File: src/rtl/gf180mcu_clkdiv_pkg.sv
// Shared types and defaults for the gated clock divider.
package gf180mcu_clkdiv_pkg;

  localparam int DIV_W_DEFAULT = 4;

  typedef enum logic [1:0] {
    STOP  = 2'd0,
    RUN   = 2'd1,
    DRAIN = 2'd2
  } clkdiv_state_t;

endpackage

File: src/rtl/gf180mcu_fd_sc_mcu7t5v0__clkdiv_gate_hs.sv
// Ratio-change handshake: captures DIV_IN on request acceptance and emits the ACK pulse
// when the top signals that the captured ratio is being applied.
module gf180mcu_fd_sc_mcu7t5v0__clkdiv_gate_hs
  import gf180mcu_clkdiv_pkg::*;
#(
  parameter int DIV_W = DIV_W_DEFAULT
) (
  input  logic             CLK,
  input  logic             RST,
  input  logic             i_req,
  input  logic [DIV_W-1:0] i_div,
  input  logic             i_apply_pt,
  output logic             o_pend,
  output logic [DIV_W-1:0] o_code,
  output logic             o_apply,
  output logic             o_ack
);

  logic             r_pend;
  logic             r_armed;
  logic [DIV_W-1:0] r_code;
  logic             r_ack;
  logic             w_accept;
  logic             w_apply;

  // r_armed stays low after reset or ACK until REQ has been observed low
  assign w_accept = i_req & ~r_pend & r_armed;
  assign w_apply  = r_pend & i_apply_pt;

  always_ff @(posedge CLK) begin
    if (RST) begin
      r_pend  <= 1'b0;
      r_armed <= 1'b0;
      r_code  <= '0;
      r_ack   <= 1'b0;
    end else begin
      r_ack <= w_apply;
      if (w_apply) begin
        r_pend  <= 1'b0;
        r_armed <= 1'b0;
      end else begin
        if (!i_req) r_armed <= 1'b1;
        if (w_accept) begin
          r_pend <= 1'b1;
          r_code <= i_div;
        end
      end
    end
  end

  assign o_pend  = r_pend;
  assign o_code  = r_code;
  assign o_apply = w_apply;
  assign o_ack   = r_ack;

endmodule

File: src/rtl/gf180mcu_fd_sc_mcu7t5v0__clkdiv_gate.sv
// Glitch-free gated clock divider, ratio N = code+2, registered Z output.
// Define CLKDIV_GATE_EDGE_CNT_EN to add the EDGE_CNT rising-edge counter port.
module gf180mcu_fd_sc_mcu7t5v0__clkdiv_gate
  import gf180mcu_clkdiv_pkg::*;
#(
  parameter int DIV_W = DIV_W_DEFAULT
) (
  input  logic             CLK,
  input  logic             RST,
  input  logic             EN,
  input  logic [DIV_W-1:0] DIV_IN,
  input  logic             REQ,
  output logic             ACK,
  output logic             Z,
  output logic             STOPPED
`ifdef CLKDIV_GATE_EDGE_CNT_EN
  ,
  output logic [7:0]       EDGE_CNT
`endif
);

  clkdiv_state_t    r_state;
  clkdiv_state_t    w_state_next;
  logic [DIV_W:0]   r_cnt;
  logic [DIV_W:0]   w_cnt_next;
  logic [DIV_W:0]   w_cnt_inc;
  logic [DIV_W:0]   w_last;
  logic [DIV_W:0]   w_half;
  logic [DIV_W-1:0] r_div;
  logic [DIV_W-1:0] w_code;
  logic             r_z;
  logic             r_stopped;
  logic             w_z_next;
  logic             w_wrap;
  logic             w_inc_hi;
  logic             w_apply_pt;
  logic             w_apply;
  logic             w_pend;

  assign w_last    = {1'b0, r_div} + (DIV_W+1)'(1);
  assign w_half    = ({1'b0, r_div} + (DIV_W+1)'(2)) >> 1;
  assign w_wrap    = (r_cnt == w_last);
  assign w_cnt_inc = w_wrap ? '0 : r_cnt + (DIV_W+1)'(1);
  assign w_inc_hi  = (w_cnt_inc < w_half);

  always_comb begin
    w_state_next = r_state;
    w_cnt_next   = r_cnt;
    w_apply_pt   = 1'b0;
    case (r_state)
      STOP: begin
        w_apply_pt = 1'b1;
        w_cnt_next = '0;
        if (EN) w_state_next = RUN;
      end
      RUN: begin
        if (EN) begin
          w_cnt_next = w_cnt_inc;
          w_apply_pt = w_wrap;
        end else if (r_z && w_inc_hi) begin
          w_state_next = DRAIN;
          w_cnt_next   = w_cnt_inc;
        end else begin
          // Z=1 here means this edge ends the high pulse, which counts as a drain completion
          w_state_next = STOP;
          w_cnt_next   = '0;
          w_apply_pt   = r_z;
        end
      end
      DRAIN: begin
        if (w_inc_hi) begin
          w_cnt_next = w_cnt_inc;
        end else begin
          w_state_next = STOP;
          w_cnt_next   = '0;
          w_apply_pt   = 1'b1;
        end
      end
      default: begin
        w_state_next = STOP;
        w_cnt_next   = '0;
      end
    endcase
  end

  // A ratio change only lands on cnt 0, so the current half-point is valid here
  assign w_z_next = (w_state_next != STOP) && (w_cnt_next < w_half);

  always_ff @(posedge CLK) begin
    if (RST) begin
      r_state   <= STOP;
      r_cnt     <= '0;
      r_div     <= '0;
      r_z       <= 1'b0;
      r_stopped <= 1'b1;
    end else begin
      r_state   <= w_state_next;
      r_cnt     <= w_cnt_next;
      r_z       <= w_z_next;
      r_stopped <= (w_state_next == STOP);
      if (w_apply) r_div <= w_code;
    end
  end

  gf180mcu_fd_sc_mcu7t5v0__clkdiv_gate_hs #(
    .DIV_W (DIV_W)
  ) u_hs (
    .CLK        (CLK),
    .RST        (RST),
    .i_req      (REQ),
    .i_div      (DIV_IN),
    .i_apply_pt (w_apply_pt),
    .o_pend     (w_pend),
    .o_code     (w_code),
    .o_apply    (w_apply),
    .o_ack      (ACK)
  );

`ifdef CLKDIV_GATE_EDGE_CNT_EN
  logic [7:0] r_edge_cnt;

  always_ff @(posedge CLK) begin
    if (RST || w_apply) begin
      r_edge_cnt <= '0;
    end else if (w_z_next && !r_z && (r_edge_cnt != 8'hFF)) begin
      r_edge_cnt <= r_edge_cnt + 8'd1;
    end
  end

  assign EDGE_CNT = r_edge_cnt;
`endif

  assign Z       = r_z;
  assign STOPPED = r_stopped;

endmodule

File: config.mk
export PLATFORM = sky130hd
export DESIGN_NAME = gf180mcu_fd_sc_mcu7t5v0__clkdiv_gate
export DESIGN_NICKNAME = d
export VERILOG_FILES = /design/src/rtl/gf180mcu_clkdiv_pkg.sv /design/src/rtl/gf180mcu_fd_sc_mcu7t5v0__clkdiv_gate_hs.sv /design/src/rtl/gf180mcu_fd_sc_mcu7t5v0__clkdiv_gate.sv
export SDC_FILE = /design/constraint.sdc
export NUM_CORES = 1
export LEC_CHECK = 0
export BUFFER_PORTS_ARGS = -buffer_cell sky130_fd_sc_hd__buf_2
export CAP_MARGIN = 20
export CORE_ASPECT_RATIO = 1.75
export CORE_MARGIN = 4
export CORE_UTILIZATION = 34
export CTS_BUF_LIST = sky130_fd_sc_hd__clkbuf_4
export DETAILED_ROUTE_END_ITERATION = 8
export GPL_TIMING_DRIVEN = 0
export MAX_ROUTING_LAYER = met4
export RECOVER_POWER = 25
export SYNTH_ARGS = -nofsm -noshare
export SYNTH_HDL_FRONTEND = slang
export SYNTH_SLANG_ARGS = --single-unit
File: constraint.sdc
create_clock -name CLK -period 4 [get_ports CLK]
set_clock_uncertainty 0.05 [all_clocks]
set_input_delay 0.8 -clock CLK [delete_from_list [all_inputs] [get_ports CLK]]
set_output_delay 0.8 -clock CLK [all_outputs]
set_load 0.1 [all_outputs]
### Word-level counts from Yosys, hierarchy flattened

Cells that the tools add are included.

* register bits: 20
* bits of input ports: 8
* output and inout port bits: 3

* add/subtract/negate cells: 3
* $lt $le $gt $ge: 2
* equality and inequality tests: 3
* muxes and demuxes: 14
* bitwise gates (word level): 5
* reduce and logical (&&, ||, !) cells: 7

Operator list (count)
* 5-bit 2-to-1 mux: 4
* 5-bit by 4-bit less-than comparator with 1-bit output: 2
* 5-bit one-hot mux with 2 select lines: 1
* 2-bit 2-to-1 mux: 4
* 2-bit one-hot mux with 3 select lines: 1
* 4-bit by 1-bit adder with 5-bit output, second input constant: 1
* 4-bit by 2-bit adder with 5-bit output, second input constant: 1
* 5-bit by 1-bit adder with 5-bit output, second input constant: 1
* 5-bit equality test: 1
* 2-bit zero test: 2
* 1-bit AND: 3
* 1-bit 2-to-1 mux: 3
* 1-bit one-hot mux with 3 select lines: 1
* 2-bit by 1-bit equality test with 1-bit output, second input constant: 1
* 2-bit equality test, second input constant: 1
* 1-bit logical AND: 2
* 1-bit inverter: 2
* 2-bit AND reduction: 1
* 2-bit nonzero test: 1
* 2-bit OR reduction: 1

### Longest topological paths before layout

Gate-level depths: netlist (run 1).

* word-level depth: 11
* gate-level depth with buffers: 20

### Hierarchy

From an unflattened synthesis (run 1), not the netlist that was laid out.

* cells, all modules: 138
* area total of the unflattened synthesis: 1287.5 sq um

By module, submodules not included
* gf180mcu_fd_sc_mcu7t5v0__clkdiv_gate: times used 1, cells an instance 110, area an instance 993.5 sq um, seq. area each 260.2 sq um
* gf180mcu_fd_sc_mcu7t5v0__clkdiv_gate_hs: times used 1, cells an instance 28, area an instance 294.0 sq um, seq. area each 140.1 sq um

### Least setup slack after synthesis (run 1)

Ideal clock, no wire load.

* path kind: flip-flop to flip-flop
* start: reg r_div[1]
* end: reg r_z (netlist: Z)
* arrival: 3.758 ns
* required time: 3.890 ns
* setup slack: 0.132 ns
* stages on the path, launching flop included: 21
* buffers on the path: 1
* period minus slack after synthesis: 3.868 ns
* cell sequence: dfxtp_1 -> ha_1 -> xor2_1 -> o22ai_2 -> a211oi_2 -> and2_1 -> buf_2 -> nand2b_1 -> inv_1 -> ha_1 -> inv_1 -> o31a_1 -> a21oi_1 -> o31ai_2 -> nand2_1 -> nor2_1 -> ha_1 -> a21o_1 -> a21o_1 -> a211oi_1 -> o221a_1

* longest elaborated chain between the ends: 10
* elaborated cells on any way between the ends: 17
* those cells by class: add/sub: 2; order compare: 2; eq/ne: 1; mux: 9; reduce/logical: 3

Ends and longest elaborated chain
* start, declared: line gf180mcu_fd_sc_mcu7t5v0__clkdiv_gate.sv:29 `logic [DIV_W-1:0] r_div;`
* start signal, assigned: line gf180mcu_fd_sc_mcu7t5v0__clkdiv_gate.sv:101 `if (w_apply) r_div <= w_code;`
* 4-bit by 1-bit adder with 5-bit output: line gf180mcu_fd_sc_mcu7t5v0__clkdiv_gate.sv:40 `assign w_last = {1'b0, r_div} + (DIV_W+1)'(1);`
* 5-bit equality test: line gf180mcu_fd_sc_mcu7t5v0__clkdiv_gate.sv:42 `assign w_wrap = (r_cnt == w_last);`
* 5-bit 2-to-1 mux: line gf180mcu_fd_sc_mcu7t5v0__clkdiv_gate.sv:43 `assign w_cnt_inc = w_wrap ? '0 : r_cnt + (DIV_W+1)'(1);`
* 5-bit by 4-bit less-than comparator with 1-bit output: line gf180mcu_fd_sc_mcu7t5v0__clkdiv_gate.sv:44 `assign w_inc_hi = (w_cnt_inc < w_half);`
* 1-bit logical AND: line gf180mcu_fd_sc_mcu7t5v0__clkdiv_gate.sv:60 `end else if (r_z && w_inc_hi) begin`
* 5-bit 2-to-1 mux: line gf180mcu_fd_sc_mcu7t5v0__clkdiv_gate.sv:60
* 5-bit 2-to-1 mux: line gf180mcu_fd_sc_mcu7t5v0__clkdiv_gate.sv:57 `if (EN) begin`
* 5-bit one-hot mux with 2 select lines (*): line gf180mcu_fd_sc_mcu7t5v0__clkdiv_gate.sv:50 `case (r_state)`
* named net w_cnt_next[1]: line gf180mcu_fd_sc_mcu7t5v0__clkdiv_gate.sv:25 `logic [DIV_W:0] w_cnt_next;`
* 5-bit by 4-bit less-than comparator with 1-bit output (*): line gf180mcu_fd_sc_mcu7t5v0__clkdiv_gate.sv:87 `assign w_z_next = (w_state_next != STOP) && (w_cnt_next < w_half);`
* 1-bit logical AND (*): line gf180mcu_fd_sc_mcu7t5v0__clkdiv_gate.sv:87
* end signal, assigned: line gf180mcu_fd_sc_mcu7t5v0__clkdiv_gate.sv:99 `r_z <= w_z_next;`
* end, declared: line gf180mcu_fd_sc_mcu7t5v0__clkdiv_gate.sv:31 `logic r_z;`

Mark *: on every way through the listed nets, which the timed path passes. The rest lies on a longest branch.
A chain may end at the register's enable or synchronous reset.

### Worst setup path in the final report (run 1)

Same ends and word-level chain as after synthesis.

==> flow_summary.ini, run 1 <==
[floorplanning]
ios = 11
die_w_um = 53.3
dieArea_um2 = 4640
fp.dieH_um = 87.2
start_util = 0.355
row_count = 28
core-area_um2 = 3430

[synthesis]
ys_types = 37
yosys_warnings = 0
synthTopCellsByArea = dfxtp_1 (33%), ha_1 (13%), mux2i_1 (6.6%), nor2_1 (4.6%), inv_1 (3.1%)
syn-instance-count = 133
synthSimpleGateAreaFrac = 0.177
yosysTopAreaCell = dfxtp_1
synth_top_family_by_area = simple AND/OR/NAND/NOR gates
syn_nets = 154
ys_ff_latch = 20
synth_top_cell_area_share = 0.329
muxShareOfSynthArea = 0.0657
async_flop_share = 0
ys_seq_area_frac = 0.329
syn-cell-area_um2 = 1220
ys.flop_type = dfxtp_1
syn_avg_cell_area_um2 = 9.16
synth-compound-area-share = 0.169
synth_xor_area_frac = 0.0708
synthAdderAreaFrac = 0.142
synth-edff-count = 0

[global_routing]
grt_pass1_vias = 1089
grt_overflow = 0
grt_pass1_wl_um = 4540
grt_usage = 0.134
antenna_found_initial = 0
grt_max_degree = 12

[sta]
slew_headroom = 0.679
max_freq_mhz = 259
timing.hold.ws_ns = 0.433
setup_viol = 0
worst_slack_ns = 0.132
finalMaxSlewViolations = 0
min_period_ns = 3.87
tightestPinTransition_ns = 0.484
fin_crit_sh = 0.967
report.final.hold_viol_count = 0

[setup_path]
crit_required_ns = 4.20
cp_max_fo = 9
reg2reg_from = r_div[1]
critPathLaunchType = register
ff2ff_setup_slack_ns = 0.13
worst_setup_path_end_kind = register
worstSetupEndpoint = Z
regToRegEndpoint = Z
r2r_cells = 19
cp-startpoint = r_div[1]
critPathKind = register to register
worstPathArrival_ns = 4.07

[route]
vias = 1012
drt_wl_total_um = 2800
avgViaCountPerCell = 5.01
ant_nets = 0
wl_per_cell_um = 13.9
drt_iter0_markers = 17
firstDrtPassIters = 4
post-route-drc-count = 0

[placed_design]
gp_congestion = 0.855
placed_cell_area_um2 = 1330
io_buffers = 10
pre_cts_ws_ns = -0.460
dpl.cell_count = 188
hpwl_um = 2080

[pwr]
seq_power_share = 0.552
p_per_area_nw_per_um2 = 252
sw_frac_of_total = 0.297
power.share.clock = 0.254
vdd_drop_max_uv = 141
p_switching_mw = 0.113
power.internal_mw = 0.268
p_comb_frac = 0.193
p_leak_nw = 0.678

[clock_tree]
cts_sinks = 20
clock_tree.htree_level_count = 1
path_clk_slew_ns = 0.11
clockBufferDepth = 2
tritoncts = built
hold_buffers = 0
clkLatencyLatePin_ns = 0.30
cts_root_buf = clkbuf_4
cts_buffers = 3

[layout]
drive_gt1_frac = 0.280
layout.nets = 179
final_cells = 202
area_growth_pct = 23.8
diodes = 0
fin_util = 0.440
stdcell_area_um2 = 1510
fill_cells = 373

[min_path]
hold_path_class = register to register
hold_depth = 2

[job]
maxCapViolations = 0

[status]
status = completed
-- synthesized netlist by cell type (2+ instances only) --
cell type,number
dfxtp_1,20
o22ai_2,2
a21oi_1,7
mux2i_1,8
inv_1,10
xor2_1,4
nor2b_1,2
nand2b_1,2
ha_1,13
xnor2_1,4
nand3_1,5
nor3_1,4
nand2_1,10
nor2_1,15
and2_1,2
nor4_1,3
a21o_1,2
-- kinds of logic (layout without fill, tap and decap cells) --
kind of cell    Yosys count  in the layout
compound gates           23             23
xor+xnor                  9              9
fa+ha+maj                14             14
buf+inv                  13             37
flops                    20             20
mux                       8              8
simple gates             46             46
-- routing by layer --
| metal | vias to the layer above | share of wire | wire (um) | GRT usage |
|---|---|---|---|---|
| li1 | 512 | - | - | - |
| met3 | 6 | 0.021 | 60 | 0.0189 |
| met2 | 15 | 0.59 | 1640 | 0.240 |
| met1 | 479 | 0.37 | 1040 | 0.128 |
| met4 | 0 | 0.022 | 63 | 0.0814 |
| met5 | - | 0 | 0 | - |
-- final cells by class --
cell class / instances / area (um^2) / area share
clock inverter: 1 / 3.75 / 0.00249
tap: 45 / 56.3 / 0.0373
multi-input combinational: 100 / 828 / 0.549
buffer: 3 / 26.3 / 0.0174
sequential: 20 / 410 / 0.272
inverter: 10 / 37.5 / 0.0249
clock buffer: 3 / 22.5 / 0.0149
timing repair buffer: 20 / 124 / 0.0821
-- stage by stage --
stage / TNS (ns) / total power, mW
final: 0 / 0.381
after global routing: -0.0483 / 0.399
after CTS: 0 / 0.383
after detailed placement: -0.460 / 0.282
after global placement: -0.335 / 0.280
after floorplan: 0 / 0.267
-- power by group through the flow --
stage | registers [mW] | logic, mW | clock network, mW
finish | 0.210 | 0.0736 | 0.0969
global route | 0.212 | 0.0798 | 0.108
CTS | 0.211 | 0.0692 | 0.103
detailed placement | 0.216 | 0.0662 | 0
global placement | 0.216 | 0.0644 | 0
floorplan | 0.234 | 0.0323 | 0
-- state kept, by name, indices dropped and copies added (netlist names) --
register      cells
STOPPED           1
r_cnt             5
u_hs.o_pend       1
u_hs.o_code       4
u_hs.o_ack        1
r_state           2
Z                 1
u_hs.r_armed      1
r_div             4
-- worst min-delay path by stage --
stage                             from           end  slack, ns
after floorplan            u_hs.o_pend   u_hs.o_pend       0.39
after global placement    u_hs.r_armed  u_hs.r_armed       0.39
after detailed placement   u_hs.o_pend   u_hs.o_pend       0.41
after CTS                 u_hs.r_armed  u_hs.r_armed       0.44
after global routing      u_hs.r_armed  u_hs.r_armed       0.48
final                     u_hs.r_armed  u_hs.r_armed       0.43
-- repair_timing --
item | in CTS | in global routing
setup endpoints to repair | 1 | 1
gates resized for setup | 9 | 11
setup buffers | 4 | 6
pin swaps | 4 | 9
-- worst max-delay path, cell delays in order (launching register included) --
cell and delay [ns]:
dfxtp_4 0.39, ha_4 0.16, xor2_2 0.18, o22ai_2 0.11, a211oi_4 0.24, and2_4 0.18, buf_6 0.13, nand2b_4 0.14
inv_1 0.04, ha_1 0.30, a21oi_1 0.15, o21ai_1 0.19, o31ai_4 0.33, nand2_2 0.12, nor2_1 0.10, ha_1 0.25
a21o_1 0.18, a21o_1 0.18, a211oi_2 0.21, o221a_1 0.18
-- layout by cell type, fill, tap and decap left out, types with 3 or more instances in the layout --
master     n
a21oi_1    6
buf_2      9
buf_4     10
clkbuf_4   3
dfxtp_1   16
ha_1      12
inv_1     10
mux2i_1    8
nand2_1    8
nand3_1    5
nor2_1    15
nor3_1     4
nor4_1     3
xnor2_1    4
xor2_1     3
(Power assumes the default switching activity.)
==> inputs of run 2 (changes only) <==
--- a/config.mk
+++ b/config.mk
@@ -14,6 +14,7 @@
 export DETAILED_ROUTE_END_ITERATION = 8
 export GPL_TIMING_DRIVEN = 0
 export MAX_ROUTING_LAYER = met4
+export PLACE_DENSITY = 0.54
 export RECOVER_POWER = 25
 export SYNTH_ARGS = -nofsm -noshare
 export SYNTH_HDL_FRONTEND = slang
==> flow_summary.ini, run 2 (same netlist as run 1, synthesis figures left out) <==
[status]
status = completed

[layout]
largest_reg_flops = 5
largest_register = r_cnt
drive_gt1_frac = 0.269
final_cell_mix = dfxtp_1 (16), nor2_1 (15), ha_1 (12)
fill_cells = 368
area_growth_pct = 21.2
mostFrequentLayoutCell = dfxtp_1
layout.nets = 178
fin_util = 0.430
diodes = 0

[sta]
setup_viol = 0
max_freq_mhz = 260
slew_headroom = 0.679
min_period_ns = 3.84
tightestPinTransition_ns = 0.485
finalMaxSlewViolations = 0
fin_crit_sh = 0.961
timing.hold.ws_ns = 0.429
report.final.hold_viol_count = 0

[clock_tree]
clkLatencyLatePin_ns = 0.30
cts_sinks = 20
path_clk_slew_ns = 0.11
cts_buffers = 3
clockBufferDepth = 2
hold_buffers = 0
tritoncts = built
clock_tree.htree_level_count = 1
cts_root_buf = clkbuf_4

[setup_path]
critPathLaunchType = register
cp-startpoint = r_div[0]
crit_required_ns = 4.20
cp_max_fo = 9
critPathKind = register to register
worst_setup_path_end_kind = register
reg2reg_from = r_div[0]
worstPathArrival_ns = 4.05

[floorplanning]
ios = 11
start_util = 0.355
fp.dieH_um = 87.2
dieArea_um2 = 4640
die_w_um = 53.3
core-area_um2 = 3430
row_count = 28

[pwr]
vdd_drop_max_uv = 132
p_total_mw = 0.380
p_per_area_nw_per_um2 = 257
p_leak_nw = 0.674

[global_routing]
grt_pass1_vias = 988
grt_max_degree = 12
antenna_found_initial = 0
grt_overflow = 0
grt_pass1_wl_um = 4370
grt_usage = 0.130

[route]
vias = 1004
wl_per_cell_um = 13.2
post-route-drc-count = 0
ant_nets = 0
drt_wl_total_um = 2660
avgViaCountPerCell = 5.00
drt_iter0_markers = 8
firstDrtPassIters = 4

[placed_design]
io_buffers = 10
gp_congestion = 0.788
hpwl_um = 2090

[min_path]
hold_path_class = register to register
hold_start = u_hs.r_armed

[job]
maxCapViolations = 0
[run 2: layer usage]
metal  global-route usage  wire (um)  vias up
met3               0.0154         60        6
met1                0.124        935      476
met4               0.0581         74        0
met2                0.246       1590       13
li1                     -          -      509
met5                    -          0        -
[run 2: where the power goes]
part | total, mW | internal [mW] | switching, mW
sequential | 0.210 | 0.206 | 0.00476
combinational | 0.0717 | 0.0250 | 0.0467
clock | 0.0979 | 0.0364 | 0.0615
[run 2: worst paths after layout]
path / slack, ns / cells past startpoint / end
worst max-delay path: 0.16 / 20 / Z
worst min-delay path: 0.43 / 2 / u_hs.r_armed
worst max register to register: 0.16 / 20 / Z
worst min register to register: 0.43 / 2 / u_hs.r_armed
[run 2: final cells by class]
cell class | count | area (um^2) | share of cell area
flip-flops and latches | 20 | 410 | 0.278
clock inverters | 1 | 3.75 | 0.00254
plain buffers | 3 | 26.3 | 0.0178
multi-input cells | 100 | 803 | 0.544
repair buffers | 19 | 116 | 0.0788
well taps | 45 | 56.3 | 0.0381
inverters | 10 | 37.5 | 0.0254
clock buffers | 3 | 22.5 | 0.0153
[run 2: repair_timing]
action                                  CTS  global route
buffers inserted                          4             5
endpoints found under the setup margin    1             1
pin swaps                                 4             5
gates resized for setup                   6            11
[run 2: through the flow]
step	worst slack (ns)	cells	setup TNS (ns)	cell area, um^2
6_report	0.157	201	0	1480
5_1_grt	-0.0191	201	-0.0191	1480
4_1_cts	0.0180	196	0	1410
3_5_place_dp	-0.417	188	-0.417	1330
3_3_place_gp	-0.344	188	-0.344	1330
2_1_floorplan	0.132	133	0	1220
[run 2: worst max-delay path: stages, from the launching register on]
cell and delay (ns):
dfxtp_4 0.40, ha_4 0.15, xor2_1 0.17, o22ai_2 0.10
a211oi_2 0.25, and2_4 0.18, buf_6 0.12, nand2b_4 0.14
inv_1 0.04, ha_1 0.31, nand2_2 0.09, o31a_1 0.19
a21oi_2 0.06, o31ai_2 0.28, nand2_2 0.13, nor2_1 0.11
ha_1 0.25, a21o_1 0.19, a21o_1 0.17, a211oi_1 0.21
o221a_1 0.19
==> inputs of run 3 (changes only) <==
--- a/config.mk
+++ b/config.mk
@@ -5,16 +5,16 @@
 export SDC_FILE = /design/constraint.sdc
 export NUM_CORES = 1
 export LEC_CHECK = 0
-export BUFFER_PORTS_ARGS = -buffer_cell sky130_fd_sc_hd__buf_2
 export CAP_MARGIN = 20
 export CORE_ASPECT_RATIO = 1.75
 export CORE_MARGIN = 4
 export CORE_UTILIZATION = 34
 export CTS_BUF_LIST = sky130_fd_sc_hd__clkbuf_4
 export DETAILED_ROUTE_END_ITERATION = 8
+export DONT_BUFFER_PORTS = 1
 export GPL_TIMING_DRIVEN = 0
 export MAX_ROUTING_LAYER = met4
-export PLACE_DENSITY = 0.54
+export PLACE_DENSITY = 0.52
 export RECOVER_POWER = 25
 export SYNTH_ARGS = -nofsm -noshare
 export SYNTH_HDL_FRONTEND = slang
==> flow_summary.ini, run 3 (same netlist as run 1, synthesis figures left out) <==
[status]
status = completed

[floorplanning]
fp.dieH_um = 87.2
core-area_um2 = 3430
start_util = 0.355
row_count = 28
ios = 11
die_w_um = 53.3
dieArea_um2 = 4640

[layout]
drive_gt1_frac = 0.248
stdcell_area_um2 = 1440
final_cells = 190
area_growth_pct = 18.5
largest_register = r_cnt
layout.nets = 167
fill_cells = 374
diodes = 0
largest_reg_flops = 5
mostFrequentLayoutCell = dfxtp_1
final_cell_mix = dfxtp_1 (16), nor2_1 (15), ha_1 (11)

[sta]
report.final.hold_viol_count = 0
setup_viol = 0
min_period_ns = 3.87
tightestPinTransition_ns = 1.01
max_freq_mhz = 258
fin_crit_sh = 0.969
timing.hold.ws_ns = 0.422
slew_headroom = 0.325
worst_slack_ns = 0.125
finalMaxSlewViolations = 0

[job]
maxCapViolations = 0

[setup_path]
crit_required_ns = 4.20
cp_max_fo = 9
crit_slowest_cell = dfxtp_1
critPathKind = register to register
cp_num_buf_inv = 2
critPathLaunchType = register
worstPathCellList = xor2_2, o22ai_2, a211oi_4, and2_4, buf_6, nand2b_4, inv_1, ha_1, nand2_2, o31a_1, a21oi_2, o31ai_2, nand2_2, nor2_1, ha_1, a21o_1, a21o_1, a211oi_1, o221a_1
worstPathArrival_ns = 4.08
cpPeakStageDelay_ns = 0.45
worst_setup_path_end_kind = register
crit_family = compound AO/OA/AOI/OAI gates

[pwr]
vdd_drop_max_uv = 143
power.internal_mw = 0.263
power.share.clock = 0.260
p_comb_frac = 0.122
sw_frac_of_total = 0.293
seq_power_share = 0.618
p_switching_mw = 0.109
p_leak_nw = 0.628
p_per_area_nw_per_um2 = 258
p_total_mw = 0.372

[clock_tree]
cts_buffers = 3
clock_tree.htree_level_count = 1
hold_buffers = 0
clkLatencyLatePin_ns = 0.30
tritoncts = built
cts_sinks = 20
path_clk_slew_ns = 0.11
cts_root_buf = clkbuf_4
clockBufferDepth = 2

[global_routing]
grt_pass1_wl_um = 4330
grt_overflow = 0
grt_max_degree = 12
antenna_found_initial = 0
grt_usage = 0.129
grt_pass1_vias = 996

[route]
drt_iter0_markers = 10
ant_nets = 0
drt_wl_total_um = 2690
vias = 996
avgViaCountPerCell = 5.24
wl_per_cell_um = 14.1
firstDrtPassIters = 4
post-route-drc-count = 0

[min_path]
hold_path_class = register to register

[placed_design]
io_buffers = 0
placed_cell_area_um2 = 1270
gp_congestion = 0.765
pre_cts_ws_ns = -0.403
dpl.cell_count = 178
hpwl_um = 2020
run 3: metrics by stage:
step / TNS (ns) / utilization
final: 0 / 0.421
after global routing: -0.0828 / 0.421
after CTS: 0 / 0.396
after detailed placement: -0.403 / 0.371
after global placement: -0.364 / 0.371
after floorplan: 0 / -
run 3: metal layers:
metal	GRT usage	routed length [um]	vias up
li1	-	-	495
met1	0.129	996	480
met2	0.242	1570	15
met3	0.0154	60	6
met4	0.0488	59	0
met5	-	0	-
run 3: path summary, 6_finish.rpt:
| check | from | endpoint | slack (ns) | depth (start not counted) |
|---|---|---|---|---|
| worst min-delay path | u_hs.r_armed | u_hs.r_armed | 0.42 | 2 |
| worst max-delay path | r_cnt[3] | Z | 0.13 | 19 |
| worst min register to register | u_hs.r_armed | u_hs.r_armed | 0.42 | 2 |
| worst max register to register | r_cnt[3] | Z | 0.13 | 19 |
run 3: what timing repair did:
action,in CTS,in global routing
resized for setup,8,14
setup endpoints to repair,1,1
endpoints found under the hold margin,0,0
pin swaps,4,5
setup buffers,4,4
run 3: power groups by stage:
stage          clock network (mW)  registers (mW)  logic (mW)
5_1_grt                     0.111           0.231      0.0504
3_3_place_gp                    0           0.236      0.0378
3_5_place_dp                    0           0.236      0.0388
2_1_floorplan                   0           0.234      0.0323
6_report                   0.0969           0.230      0.0453
4_1_cts                     0.102           0.231      0.0416
run 3: worst register-to-register path: stages (launching register included):
cell and delay (ns):
dfxtp_1 0.45, xor2_2 0.25, o22ai_2 0.14, a211oi_4 0.24, and2_4 0.17, buf_6 0.12
nand2b_4 0.14, inv_1 0.04, ha_1 0.32, nand2_2 0.09, o31a_1 0.20, a21oi_2 0.07
o31ai_2 0.30, nand2_2 0.14, nor2_1 0.12, ha_1 0.25, a21o_1 0.18, a21o_1 0.17
a211oi_1 0.22, o221a_1 0.19
run 3: area by class of cell:
cell class                      instances  area (um^2)  area share
Clock buffer                            3         22.5      0.0156
Buffer                                  3         26.3      0.0182
Sequential cell                        20          410       0.284
Clock inverter                          1         3.75     0.00260
Multi-Input combinational cell        100          827       0.573
Tap cell                               45         56.3      0.0390
Inverter                               10         37.5      0.0260
Timing Repair Buffer                    8         60.1      0.0416
